==> src/rtl/matrix_c_unloader.sv <==
// matrix_c_unloader
//   Parallel-to-serial unloader for the matrix engine result matrix. A full
//   row*col*32 result bus is captured in one cycle. It is then streamed out as
//   32-bit words, word 0 first, over a valid/ready handshake. Word k is taken
//   from Data_in[(k+1)*32-1 -: 32], which is the slice a word loader fills.
//
//   Optional feature macro: MATRIX_C_LAST_EN adds the Last_C output.
//
// Parameters
//   row, col     matrix dimensions; N = row*col words, N >= 2
// Ports
//   clk          rising-edge clock
//   n_reset      asynchronous active-low reset
//   C_opcode     1 = capture Data_in (honoured only while idle)
//   Data_in      packed result matrix, N x 32 bits
//   Ready_C      consumer accepts Data_from_C this cycle
//   Data_from_C  outgoing word (0 while not valid)
//   Valid_C      Data_from_C holds a valid word
//   Busy_C       a captured matrix is not yet fully sent
//   Done_C       one-cycle pulse after the final word transfers
//   Last_C       (MATRIX_C_LAST_EN only) valid word is word N-1
module matrix_c_unloader #(
  parameter int row = 4,
  parameter int col = 4
) (
  input  logic                   clk,
  input  logic                   n_reset,
  input  logic                   C_opcode,
  input  logic [row*col*32-1:0]  Data_in,
  input  logic                   Ready_C,
  output logic [31:0]            Data_from_C,
  output logic                   Valid_C,
  output logic                   Busy_C,
  output logic                   Done_C
`ifdef MATRIX_C_LAST_EN
  ,
  output logic                   Last_C
`endif
);

  localparam int N  = row * col;
  localparam int IW = $clog2(N);
  localparam logic [IW-1:0] LAST_IDX = IW'(N - 1);

  typedef enum logic {IDLE = 1'b0, STREAM = 1'b1} state_t;

  state_t                state, state_nx;
  logic [IW-1:0]         idx, idx_nx;
  logic                  load;
  logic                  done_nx;
  logic                  done_q;
  logic [N-1:0][31:0]    din;
  logic [N-1:0][31:0]    cbuf;

  // Same bit layout as the flat bus: din[k] == Data_in[(k+1)*32-1 -: 32].
  assign din = Data_in;

  // Capture buffer, one 32-bit register per word. Loading is only possible
  // from IDLE, so the buffer never changes while a stream is in flight.
  for (genvar k = 0; k < N; k++) begin : g_word
    always_ff @(posedge clk or negedge n_reset) begin
      if (!n_reset)  cbuf[k] <= '0;
      else if (load) cbuf[k] <= din[k];
    end
  end

  always_ff @(posedge clk or negedge n_reset) begin
    if (!n_reset) begin
      state  <= IDLE;
      idx    <= '0;
      done_q <= 1'b0;
    end else begin
      state  <= state_nx;
      idx    <= idx_nx;
      done_q <= done_nx;
    end
  end

  always_comb begin
    state_nx = state;
    idx_nx   = idx;
    load     = 1'b0;
    done_nx  = 1'b0;
    case (state)
      IDLE: begin
        if (C_opcode) begin
          load     = 1'b1;
          idx_nx   = '0;
          state_nx = STREAM;
        end
      end
      STREAM: begin
        // C_opcode is deliberately not looked at here, even on the final
        // transfer; a reload can only happen on the following IDLE cycle.
        if (Ready_C) begin
          if (idx == LAST_IDX) begin
            idx_nx   = '0;
            state_nx = IDLE;
            done_nx  = 1'b1;
          end else begin
            idx_nx = idx + 1'b1;
          end
        end
      end
      default: state_nx = IDLE;
    endcase
  end

  // All outputs decode registered state only; Ready_C and C_opcode have no
  // combinational path to them, so a stalled word holds by construction.
  assign Valid_C     = (state == STREAM);
  assign Busy_C      = (state == STREAM);
  assign Done_C      = done_q;
  assign Data_from_C = Valid_C ? cbuf[idx] : 32'h0;

`ifdef MATRIX_C_LAST_EN
  assign Last_C = Valid_C && (idx == LAST_IDX);
`endif

endmodule

==> config.mk <==
export PLATFORM = sky130hd
export DESIGN_NAME = matrix_c_unloader
export DESIGN_NICKNAME = d
export VERILOG_FILES = /design/src/rtl/matrix_c_unloader.sv
export SDC_FILE = /design/constraint.sdc
export NUM_CORES = 1
export LEC_CHECK = 0
export BUFFER_PORTS_ARGS = -buffer_cell sky130_fd_sc_hd__buf_2
export CAP_MARGIN = 20
export CELL_PAD_IN_SITES_DETAIL_PLACEMENT = 0
export CELL_PAD_IN_SITES_GLOBAL_PLACEMENT = 1
export CORE_UTILIZATION = 44
export CTS_CLUSTER_SIZE = 24
export DETAILED_ROUTE_END_ITERATION = 12
export PLACE_DENSITY_LB_ADDON = 0.1
export RECOVER_POWER = 25
export SETUP_SLACK_MARGIN = 0.1
export SLEW_MARGIN = 20
export SYNTH_ARGS = -nofsm -noshare
export SYNTH_HDL_FRONTEND = slang
export SYNTH_SLANG_ARGS = --single-unit
==> constraint.sdc <==
create_clock -name clk -period 1.76 [get_ports clk]
set_input_delay 0 -clock clk [delete_from_list [all_inputs] [get_ports clk]]
set_output_delay 0 -clock clk [all_outputs]
set_load 0.01 [all_outputs]
==> run summary, run 1 <==
Worst setup path
- **Setup crit end kind** output port
- **CP required** 1760 ps
- **critical path fanouts, max** 4
- **Worst Setup Start Kind** flip-flop
- **data arrival time at the worst-slack endpoint** 2410 ps
- **class of the most critical setup path** reg2out

Timing
- **Slew Viols, Final** 0
- **Clock Skew** 18.1 ps
- **Final min period** 2410 ps
- **crit share post-route** 1.37
- **final setup fails** 157
- **Hold Vio Cnt, Final** 0
- **Rel. slew slack** 0.0498
- **RSZ-0062 raised after global routing** yes
- **Slew @ Worst Pin** 1430 ps
- **maximum achievable frequency** 415 MHz
- **worst setup margin** -650 ps

Synth
- **sequential cell area fraction in the yosys report** 0.542
- **most instantiated flip-flop cell in the synthesis netlist** sky130_fd_sc_hd__dfrtp_1
- **share of synthesized cell area in and, or, nand and nor gates** 0.0156
- **cell count after synthesis** 1636
- **combinational family with the most area after synthesis** multiplexers
- **Distinct cells, synth** 30
- **Synth Cell Area** 23900 um2
- **post-synthesis register bit count** 518
- **share of cell area taken by muxes after synthesis** 0.350
- **list of most frequent post-synthesis cells** sky130_fd_sc_hd__dfrtp_1, sky130_fd_sc_hd__mux2_2, sky130_fd_sc_hd__mux2i_1, sky130_fd_sc_hd__a22oi_1, sky130_fd_sc_hd__buf_6
- **adder and majority gate portion of the synthesized area** 0.000523
- **leading cell type by number of instances after synthesis** sky130_fd_sc_hd__dfrtp_1
- **average instance area after synthesis** 14.6 um2
- **xor and xnor fraction of the mapped netlist area** 0.000366
- **Yosys warning count** 0
- **area share of the largest cell type after synthesis** 0.542
- **complex-gate fraction of the synthesized area** 0.0454
- **post-synth top area cell** sky130_fd_sc_hd__dfrtp_1
- **top cells by area, synth** sky130_fd_sc_hd__dfrtp_1, sky130_fd_sc_hd__mux2_2, sky130_fd_sc_hd__mux2i_1
- **Post-synth EDFFs** 0
- **synthesized net count** 2153
- **post-synthesis async set-or-reset flop share** 1.00

GRT
- **GRT Overall Usage** 0.293
- **wire length of the first global-routing pass** 123 mm
- **number of global-route vias before repair** 20600
- **initial antenna violation count** 15
- **total overflow reported by the global router** 0
- **maximum number of pins on one net before global-route repair** 92

Finish
- **layout overhead on the synthesized area** 49.9%
- **number of nets in the final layout** 3308
- **share of post-route cells with drive strength above 1** 0.487
- **Post-Layout Cell Count** 3544
- **core occupancy in the finished layout** 0.667
- **fill count** 3926

Die
- **placeable core region** 53700 um2
- **number of primary I/O pins** 551
- **die footprint** 55300 um2
- **FP Rows** 85
- **Initial Util** 0.445
- **height of the die** 235 um
- **die boundary width** 235 um

Clock tree
- **number of buffers created by CTS** 56
- **clock latency at the later pin of the worst-skew pair** 600 ps
- **root buf cell** sky130_fd_sc_hd__clkbuf_16
- **TritonCTS clock tree** done
- **Sink Count** 518
- **clock slew at the register clock pins of the worst setup and hold paths** 60 ps
- **H-tree depth reported by CTS** 2
- **maximum buffer depth of the clock tree** 3

Worst hold path
- **Worst Hold Class** in2reg

Place
- **placed cells** 2885
- **DP Wirelength** 55.2 mm
- **number of buffers added on ports** 550
- **gp weighted congestion** 0.848
- **placement-stage worst setup slack** -304 ps

Status
- **violated checks** negative setup slack
- **result of the run** complete, but fails checks

Pwr
- **Sequential Power Share** 0.371
- **power density over the cells** 1600 nW/um2
- **leakage component of the power** 16.6 nW
- **Combinational Power Share** 0.417
- **net switching power** 19.3 mW
- **cell-internal power** 37.9 mW
- **clock network power share** 0.212
- **Worst IR Drop VDD** 0.00103 V
- **Net Sw Frac** 0.338

Routing
- **Avg Vias per Cell** 5.22
- **DRC marker count from the first detailed-route iteration** 861
- **number of vias after detailed routing** 18500
- **post-detailed-routing wire length** 81.0 mm
- **WL/cell** 22.8 um
- **post-route DRC violation count** 0
- **number of antenna-violating nets in the routed design** 0
- **first-pass iteration count of the detailed router** 4

Flow run
- **# Max-Cap Violations** 0

-- metal layers --
layer / part of all wire / vias to the layer above / global-route usage
met5: 0.00068 / - / 0
met2: 0.50 / 615 / 0.502
met3: 0.045 / 210 / 0.0529
li1: - / 8390 / -
met4: 0.052 / 8 / 0.153
met1: 0.40 / 9281 / 0.352
-- power by group through the flow --
stage	clock network [mW]	registers [mW]	logic, mW
6_report	12.1	21.2	23.9
5_1_grt	12.8	22.0	25.5
4_1_cts	12.4	21.2	23.8
3_5_place_dp	0	21.4	21.2
3_3_place_gp	0	21.2	20.8
2_1_floorplan	0	20.1	13.5
-- logic make-up after synthesis --
logic type	Yosys count
mux	755
flops	518
compound gates	154
buf+inv	122
simple gates	85
xor+xnor	1
fa+ha+maj	1
-- through the flow --
stage	hold WS (ps)	TNS, ps	power [mW]	area, um2
after detailed placement	-77.7	-1380	42.6	28000
after CTS	89.5	-19540	57.3	35600
final	159	-30940	57.3	35800
after global routing	154	-52980	60.3	35800
after global placement	-77.0	-1000	42.0	28000
after floorplan	-296	0	33.7	23900
-- cell usage in the layout, fill, tap and decap left out, types with 2 or more instances in the layout --
master / netlist / final
sky130_fd_sc_hd__clkbuf_2: 0 / 6
sky130_fd_sc_hd__a221oi_1: 8 / 7
sky130_fd_sc_hd__a22oi_1: 102 / 91
sky130_fd_sc_hd__nor2_1: 5 / 5
sky130_fd_sc_hd__a22oi_2: 0 / 11
sky130_fd_sc_hd__dfrtp_2: 0 / 3
sky130_fd_sc_hd__nand3_1: 29 / 15
sky130_fd_sc_hd__nand3_2: 0 / 13
sky130_fd_sc_hd__buf_4: 12 / 75
sky130_fd_sc_hd__mux4_2: 13 / 13
sky130_fd_sc_hd__bufinv_16: 0 / 5
sky130_fd_sc_hd__clkinvlp_4: 0 / 2
sky130_fd_sc_hd__dfrtp_1: 518 / 514
sky130_fd_sc_hd__diode_2: 0 / 13
sky130_fd_sc_hd__dlygate4sd3_1: 0 / 515
sky130_fd_sc_hd__o2111ai_2: 0 / 4
sky130_fd_sc_hd__clkbuf_8: 0 / 15
sky130_fd_sc_hd__mux2i_1: 230 / 227
sky130_fd_sc_hd__mux2_2: 512 / 511
sky130_fd_sc_hd__o21ai_2: 0 / 17
sky130_fd_sc_hd__clkbuf_1: 6 / 13
sky130_fd_sc_hd__nor2b_4: 0 / 4
sky130_fd_sc_hd__o21ai_1: 27 / 16
sky130_fd_sc_hd__buf_12: 1 / 45
sky130_fd_sc_hd__buf_2: 27 / 543
sky130_fd_sc_hd__clkinv_2: 0 / 12
sky130_fd_sc_hd__mux2i_2: 0 / 3
sky130_fd_sc_hd__clkbuf_16: 0 / 61
sky130_fd_sc_hd__clkbuf_4: 0 / 2
sky130_fd_sc_hd__buf_6: 70 / 19
sky130_fd_sc_hd__buf_16: 0 / 5
sky130_fd_sc_hd__nand2_1: 44 / 43
-- sequential cells by signal (all words and copies together), names as in the netlist --
register and flops:
cbuf 512, idx 4, Busy_C 1, Done_C 1
-- cell type report --
cell class / instances / area (um2) / area share
Sequential cell: 518 / 13000 / 0.362
Tap cell: 696 / 871 / 0.0243
Clock buffer: 83 / 1670 / 0.0467
Timing Repair Buffer: 1218 / 9890 / 0.276
Clock inverter: 19 / 225 / 0.00629
Inverter: 1 / 3.75 / 0.000105
Antenna cell: 13 / 32.5 / 0.000908
Multi-Input combinational cell: 996 / 10200 / 0.284
-- worst paths after layout --
kind | from | endpoint | slack (ps) | depth (start not counted)
worst max-delay path | idx[0]$_DFFE_PN0P_ | Data_from_C[28] | -650 | 8
worst min-delay path | Data_in[149] | cbuf[149]$_DFFE_PN0P_ | 160 | 3
worst max register to register | idx[0]$_DFFE_PN0P_ | idx[3]$_DFFE_PN0P_ | 90 | 8
worst min register to register | cbuf[459]$_DFFE_PN0P_ | cbuf[459]$_DFFE_PN0P_ | 500 | 1
max in group asynchronous | n_reset | cbuf[192]$_DFFE_PN0P_ | -170 | 4
min in group asynchronous | n_reset | cbuf[222]$_DFFE_PN0P_ | 970 | 3
-- critical path: stages, from the launching register on --
cell	delay (ps)
sky130_fd_sc_hd__dfrtp_4	520
sky130_fd_sc_hd__buf_4	180
sky130_fd_sc_hd__buf_16	130
sky130_fd_sc_hd__buf_4	150
sky130_fd_sc_hd__mux2i_1	130
sky130_fd_sc_hd__a22oi_1	220
sky130_fd_sc_hd__nand3_2	180
sky130_fd_sc_hd__o21ai_2	110
sky130_fd_sc_hd__buf_2	180
-- timing repair --
action                                  4_1_cts  5_1_grt
cloned                                        2        4
hold buffers                                516        0
pin swaps                                    16       14
hold endpoints to repair                   1036        0
resized for setup                            76       26
endpoints found under the setup margin      137      115
buffers inserted                             16        6
Power figures use the tool's default switching activity.
==> run 2, diff against run 1 <==
Settings changed: RECOVER_POWER 25 to 50.
==> run summary, run 2 (synthesis results as in run 1) <==
Clock tree
- **number of buffers created by CTS** 56, unchanged
- **H-tree depth reported by CTS** 2, unchanged
- **clock latency at the later pin of the worst-skew pair** 600 ps, about the same
- **root buf cell** sky130_fd_sc_hd__clkbuf_16, unchanged
- **maximum buffer depth of the clock tree** 3, unchanged
- **TritonCTS clock tree** done, unchanged
- **Sink Count** 518, unchanged
- **clock slew at the register clock pins of the worst setup and hold paths** 60 ps, about the same

GRT
- **wire length of the first global-routing pass** 123 mm, unchanged
- **total overflow reported by the global router** 0, unchanged
- **GRT Overall Usage** 0.293, unchanged
- **maximum number of pins on one net before global-route repair** 92, unchanged
- **initial antenna violation count** 15, unchanged
- **number of global-route vias before repair** 20600, unchanged

Place
- **DP Wirelength** 55.2 mm, unchanged
- **number of buffers added on ports** 550, unchanged
- **gp weighted congestion** 0.848, unchanged

Die
- **placeable core region** 53700 um2, unchanged
- **FP Rows** 85, unchanged
- **number of primary I/O pins** 551, unchanged
- **die footprint** 55300 um2, unchanged
- **Initial Util** 0.445, unchanged
- **height of the die** 235 um, unchanged
- **die boundary width** 235 um, unchanged

Finish
- **registers with the highest flip-flop counts** cbuf x512, idx x4, unchanged
- **largest register by flop count** cbuf, unchanged
- **core occupancy in the finished layout** 0.667, about the same
- **most used cells in the layout excluding fill and tap cells** sky130_fd_sc_hd__buf_2, sky130_fd_sc_hd__dlygate4sd3_1, sky130_fd_sc_hd__dfrtp_1, unchanged
- **max reg flops** 512, unchanged
- **share of post-route cells with drive strength above 1** 0.487, about the same
- **fill count** 3927, was 3926
- **leading cell type in the layout, fill and taps excluded** sky130_fd_sc_hd__buf_2, unchanged
- **number of nets in the final layout** 3308, unchanged
- **layout overhead on the synthesized area** 49.9%, about the same

Routing
- **post-detailed-routing wire length** 81.0 mm, about the same
- **number of vias after detailed routing** 18500, about the same
- **first-pass iteration count of the detailed router** 5, was 4
- **Avg Vias per Cell** 5.22, about the same
- **number of antenna-violating nets in the routed design** 0, unchanged
- **WL/cell** 22.8 um, about the same
- **post-route DRC violation count** 0, unchanged
- **DRC marker count from the first detailed-route iteration** 860, was 861

Worst setup path
- **Worst R2R Setup Slack** 90 ps, about the same
- **reg2reg path depth** 8, unchanged
- **Worst Setup Start Kind** flip-flop, unchanged
- **Critical R2R Launch** idx[0]$_DFFE_PN0P_, unchanged
- **class of the most critical setup path** reg2out, unchanged
- **data arrival time at the worst-slack endpoint** 2410 ps, about the same
- **Setup crit end kind** output port, unchanged
- **start point of the critical path** idx[0]$_DFFE_PN0P_, unchanged
- **CP required** 1760 ps, about the same
- **r2r endpoint** idx[3]$_DFFE_PN0P_, unchanged
- **critical path fanouts, max** 4, unchanged

Timing
- **Hold Vio Cnt, Final** 0, unchanged
- **Slew @ Worst Pin** 1420 ps, was 1430 ps
- **maximum achievable frequency** 415 MHz, about the same
- **Clock Skew** 18.4 ps, was 18.1 ps
- **Rel. slew slack** 0.0508, was 0.0498
- **Setup TNS Final** -30910 ps, was -30940 ps
- **Slew Viols, Final** 0, unchanged
- **Final min period** 2410 ps, about the same
- **RSZ-0062 raised after global routing** yes, unchanged
- **crit share post-route** 1.37, about the same
- **final setup fails** 157, unchanged
- **worst setup margin** -650 ps, about the same

Worst hold path
- **Hold Path Stages** 3, unchanged
- **Worst Hold Class** in2reg, unchanged
- **endpoint of the worst hold path** cbuf[149]$_DFFE_PN0P_, unchanged
- **hold path startpoint** Data_in[149], unchanged

Pwr
- **leakage component of the power** 16.6 nW, about the same
- **Worst IR Drop VDD** 0.00103 V, unchanged
- **power density over the cells** 1600 nW/um2, about the same

Flow run
- **# Max-Cap Violations** 0, unchanged

Status
- **result of the run** complete, but fails checks, unchanged
- **violated checks** negative setup slack, unchanged

[run 2: worst max path at each step]
| stage | end | cells past startpoint |
|---|---|---|
| 3_3_place_gp | Data_from_C[22] | 7 |
| 4_1_cts | Data_from_C[6] | 7 |
| 6_report | Data_from_C[28] | 8 |
| 5_1_grt | Data_from_C[4] | 8 |
| 3_5_place_dp | Data_from_C[22] | 7 |
| 2_1_floorplan | cbuf[32]$_DFFE_PN0P_ | 6 |
[run 2: stage by stage]
step / power [mW] / setup slack (ps) / instances / hold WS (ps) / cell area, um2
2_1_floorplan: 33.7 / 143 / 1636 / -296 / 23900
3_3_place_gp: 42.0 / -315 / 2885 / -77.0 / 28000
3_5_place_dp: 42.6 / -304 / 2885 / -77.7 / 28000
4_1_cts: 57.3 / -695 / 3521 / 89.5 / 35600
5_1_grt: 60.3 / -748 / 3541 / 154 / 35800
6_report: 57.3 / -650 / 3544 / 159 / 35800
[run 2: critical path: stages (launching register included)]
cell                      delay, ps
sky130_fd_sc_hd__dfrtp_4        520
sky130_fd_sc_hd__buf_4          180
sky130_fd_sc_hd__buf_16         130
sky130_fd_sc_hd__buf_4          150
sky130_fd_sc_hd__mux2i_1        130
sky130_fd_sc_hd__a22oi_1        220
sky130_fd_sc_hd__nand3_2        180
sky130_fd_sc_hd__o21ai_2        110
sky130_fd_sc_hd__buf_2          180
[run 2: final cells by class]
type	count	area [um2]	share of cell area
sequential	518	13000	0.362
multi-input combinational	996	10200	0.284
timing repair buffer	1218	9890	0.276
clock buffer	83	1670	0.0467
tap	696	871	0.0243
clock inverter	19	225	0.00629
antenna	13	32.5	0.000908
inverter	1	3.75	0.000105
[run 2: where the power goes]
part / switching (mW) / internal [mW] / total [mW]
clock network: 4.87 / 7.27 / 12.1
logic: 11.2 / 12.7 / 23.9
registers: 3.29 / 17.9 / 21.2
[run 2: timing repair]
| action | CTS | global route |
|---|---|---|
| gates resized for setup | 76 | 26 |
| setup buffers | 16 | 6 |
| endpoints found under the hold margin | 1036 | 0 |
| pin swaps | 16 | 14 |
| gates cloned | 2 | 4 |
| hold buffers | 516 | 0 |
| endpoints found under the setup margin | 137 | 115 |
[run 2: routing by layer]
metal / GRT usage / vias to the layer above / part of all wire
met5: 0 / - / 0.00068
met4: 0.153 / 8 / 0.052
met3: 0.0529 / 210 / 0.045
met2: 0.502 / 612 / 0.50
met1: 0.352 / 9280 / 0.40
li1: - / 8389 / -
==> run 3, diff against run 2 <==
--- a/config.mk
+++ b/config.mk
@@ -12,4 +12,6 @@
 export CORE_UTILIZATION = 44
+export CTS_BUF_LIST = sky130_fd_sc_hd__clkbuf_16
 export CTS_CLUSTER_SIZE = 24
 export DETAILED_ROUTE_END_ITERATION = 12
+export GPL_ROUTABILITY_DRIVEN = 0
 export PLACE_DENSITY_LB_ADDON = 0.1
--- a/constraint.sdc
+++ b/constraint.sdc
@@ -3,2 +3,2 @@
 set_output_delay 0 -clock clk [all_outputs]
-set_load 0.01 [all_outputs]
+set_load 0.005 [all_outputs]
==> run summary, run 3 (synthesis results as in run 1) <==
Status
- **result of the run** complete, but fails checks, unchanged
- **violated checks** max-capacitance violations, max-slew violations, negative setup slack, was negative setup slack

Finish
- **registers with the highest flip-flop counts** cbuf x512, idx x4, unchanged
- **flip-flop and latch area** 13000 um2, about the same
- **largest register by flop count** cbuf, unchanged
- **layout overhead on the synthesized area** 59.3%, was 49.9%
- **most used cells in the layout excluding fill and tap cells** sky130_fd_sc_hd__buf_2, sky130_fd_sc_hd__dfrtp_1, sky130_fd_sc_hd__dlygate4sd3_1, was sky130_fd_sc_hd__buf_2, sky130_fd_sc_hd__dlygate4sd3_1, sky130_fd_sc_hd__dfrtp_1
- **number of nets in the final layout** 3363, was 3308
- **fill count** 3614, was 3927
- **max reg flops** 512, unchanged
- **area of combinational cells with multiple inputs** 11100 um2, was 10200 um2
- **share of post-route cells with drive strength above 1** 0.505, was 0.487
- **leading cell type in the layout, fill and taps excluded** sky130_fd_sc_hd__buf_2, unchanged

GRT
- **GRT Overall Usage** 0.298, was 0.293
- **total overflow reported by the global router** 0, unchanged
- **wire length of the first global-routing pass** 125 mm, was 123 mm
- **maximum number of pins on one net before global-route repair** 64, was 92
- **number of global-route vias before repair** 21200, was 20600
- **initial antenna violation count** 20, was 15

Die
- **placeable core region** 53700 um2, unchanged
- **die boundary width** 235 um, unchanged
- **height of the die** 235 um, unchanged
- **number of primary I/O pins** 551, unchanged
- **die footprint** 55300 um2, unchanged
- **Initial Util** 0.445, unchanged
- **FP Rows** 85, unchanged

Routing
- **first-pass iteration count of the detailed router** 5, unchanged
- **top routing layer in use** met5, unchanged
- **DR WL met3** 4.72 mm, was 3.65 mm
- **DRC marker count from the first detailed-route iteration** 899, was 860
- **number of antenna-violating nets in the routed design** 0, unchanged
- **met2 wire length** 45.3 mm, was 40.7 mm
- **WL/cell** 24.8 um, was 22.8 um
- **number of vias after detailed routing** 19300, was 18500
- **post-route DRC violation count** 0, unchanged
- **post-detailed-routing wire length** 89.4 mm, was 81.0 mm
- **Avg Vias per Cell** 5.36, was 5.22
- **Metal-1 WL** 34.9 mm, was 32.4 mm

Timing
- **worst hold slack after final layout** 139 ps, was 159 ps
- **Rel. slew slack** -0.102, was 0.0508
- **Slew @ Worst Pin** 1650 ps, was 1420 ps
- **final setup fails** 342, was 157
- **RSZ-0062 raised after global routing** yes, unchanged
- **maximum achievable frequency** 399 MHz, was 415 MHz
- **worst setup margin** -748 ps, was -650 ps
- **Hold Vio Cnt, Final** 0, unchanged
- **Slew Viols, Final** 19, was 0
- **Clock Skew** 12.8 ps, was 18.4 ps
- **crit share post-route** 1.43, was 1.37
- **Final min period** 2510 ps, was 2410 ps

Flow run
- **# Max-Cap Violations** 1, was 0

Pwr
- **PnR Total Power** 60.4 mW, was 57.3 mW
- **Worst IR Drop VDD** 0.00113 V, was 0.00103 V
- **leakage component of the power** 17.8 nW, was 16.6 nW
- **Combinational Power Share** 0.439, was 0.417
- **Sequential Power Share** 0.357, was 0.371
- **power density over the cells** 1590 nW/um2, was 1600 nW/um2
- **net switching power** 20.5 mW, was 19.3 mW
- **Net Sw Frac** 0.339, was 0.338
- **clock network power share** 0.204, was 0.212
- **cell-internal power** 39.9 mW, was 37.9 mW

Clock tree
- **maximum buffer depth of the clock tree** 3, unchanged
- **clock latency at the later pin of the worst-skew pair** 630 ps, was 600 ps
- **TritonCTS clock tree** done, unchanged
- **Sink Count** 518, unchanged
- **number of buffers created by CTS** 57, was 56
- **clock slew at the register clock pins of the worst setup and hold paths** 60 ps, about the same
- **root buf cell** sky130_fd_sc_hd__clkbuf_16, unchanged
- **H-tree depth reported by CTS** 2, unchanged

Worst setup path
- **Worst Setup Start Kind** flip-flop, unchanged
- **CP required** 1760 ps, about the same
- **Setup crit end kind** output port, unchanged
- **data arrival time at the worst-slack endpoint** 2510 ps, was 2410 ps
- **reg2reg path depth** 9, was 8
- **critical path fanouts, max** 7, was 4
- **class of the most critical setup path** reg2out, unchanged

Place
- **number of buffers added on ports** 550, unchanged
- **DP Wirelength** 55.2 mm, about the same

Worst hold path
- **Hold Path Stages** 3, unchanged
- **Worst Hold Class** in2reg, unchanged

[run 3: metal layers]
layer  track usage  up-vias
met1         0.345     9844
met5             0        -
met4         0.155        8
li1              -     8507
met3        0.0564      251
met2         0.525      737
[run 3: cell type report]
type	instances	area share
well taps	696	0.0229
inverters	1	0.0000986
diodes	16	0.00105
repair buffers	1272	0.293
clock buffers	59	0.0388
clock inverters	49	0.0111
multi-input cells	996	0.293
flip-flops and latches	518	0.341
[run 3: power groups by stage]
stage | registers, mW | clock network [mW] | logic, mW
6_report | 21.6 | 12.3 | 26.5
4_1_cts | 21.3 | 12.4 | 23.3
2_1_floorplan | 20.1 | 0 | 13.2
3_3_place_gp | 21.3 | 0 | 20.5
5_1_grt | 22.2 | 13.0 | 28.2
3_5_place_dp | 21.4 | 0 | 20.9
[run 3: final timing paths]
| path | from | to | slack [ps] |
|---|---|---|---|
| min in group asynchronous | n_reset | cbuf[135]$_DFFE_PN0P_ | 1110 |
| min | Data_in[417] | cbuf[417]$_DFFE_PN0P_ | 140 |
| min reg2reg | cbuf[144]$_DFFE_PN0P_ | cbuf[144]$_DFFE_PN0P_ | 500 |
| max | idx[0]$_DFFE_PN0P_ | Data_from_C[21] | -750 |
| max in group asynchronous | n_reset | idx[0]$_DFFE_PN0P_ | -440 |
| max reg2reg | idx[0]$_DFFE_PN0P_ | idx[3]$_DFFE_PN0P_ | -30 |
[run 3: worst max-delay path, cell delays in order (launching register included)]
cell                        delay (ps)
sky130_fd_sc_hd__dfrtp_4           450
sky130_fd_sc_hd__buf_6             150
sky130_fd_sc_hd__buf_6             120
sky130_fd_sc_hd__clkbuf_16         160
sky130_fd_sc_hd__mux4_2            550
sky130_fd_sc_hd__o2111ai_2         220
sky130_fd_sc_hd__o21ai_2            90
sky130_fd_sc_hd__buf_2             130
[run 3: stage by stage]
stage	cells	util	worst slack (ps)	cell area (um2)	setup TNS, ps
2_1_floorplan	1636	-	172	23900	0
3_3_place_gp	2889	0.524	-232	28100	-1190
3_5_place_dp	2889	0.524	-253	28100	-1430
4_1_cts	3530	0.666	-745	35800	-20560
5_1_grt	3606	0.709	-796	38100	-132490
6_report	3607	0.709	-748	38100	-81350
[run 3: what timing repair did]
action,CTS,global route
hold buffers,516,0
gates cloned,3,41
hold endpoints to repair,1036,0
setup endpoints to repair,37,283
resized for setup,73,347
pin swaps,22,69
buffers inserted,14,21
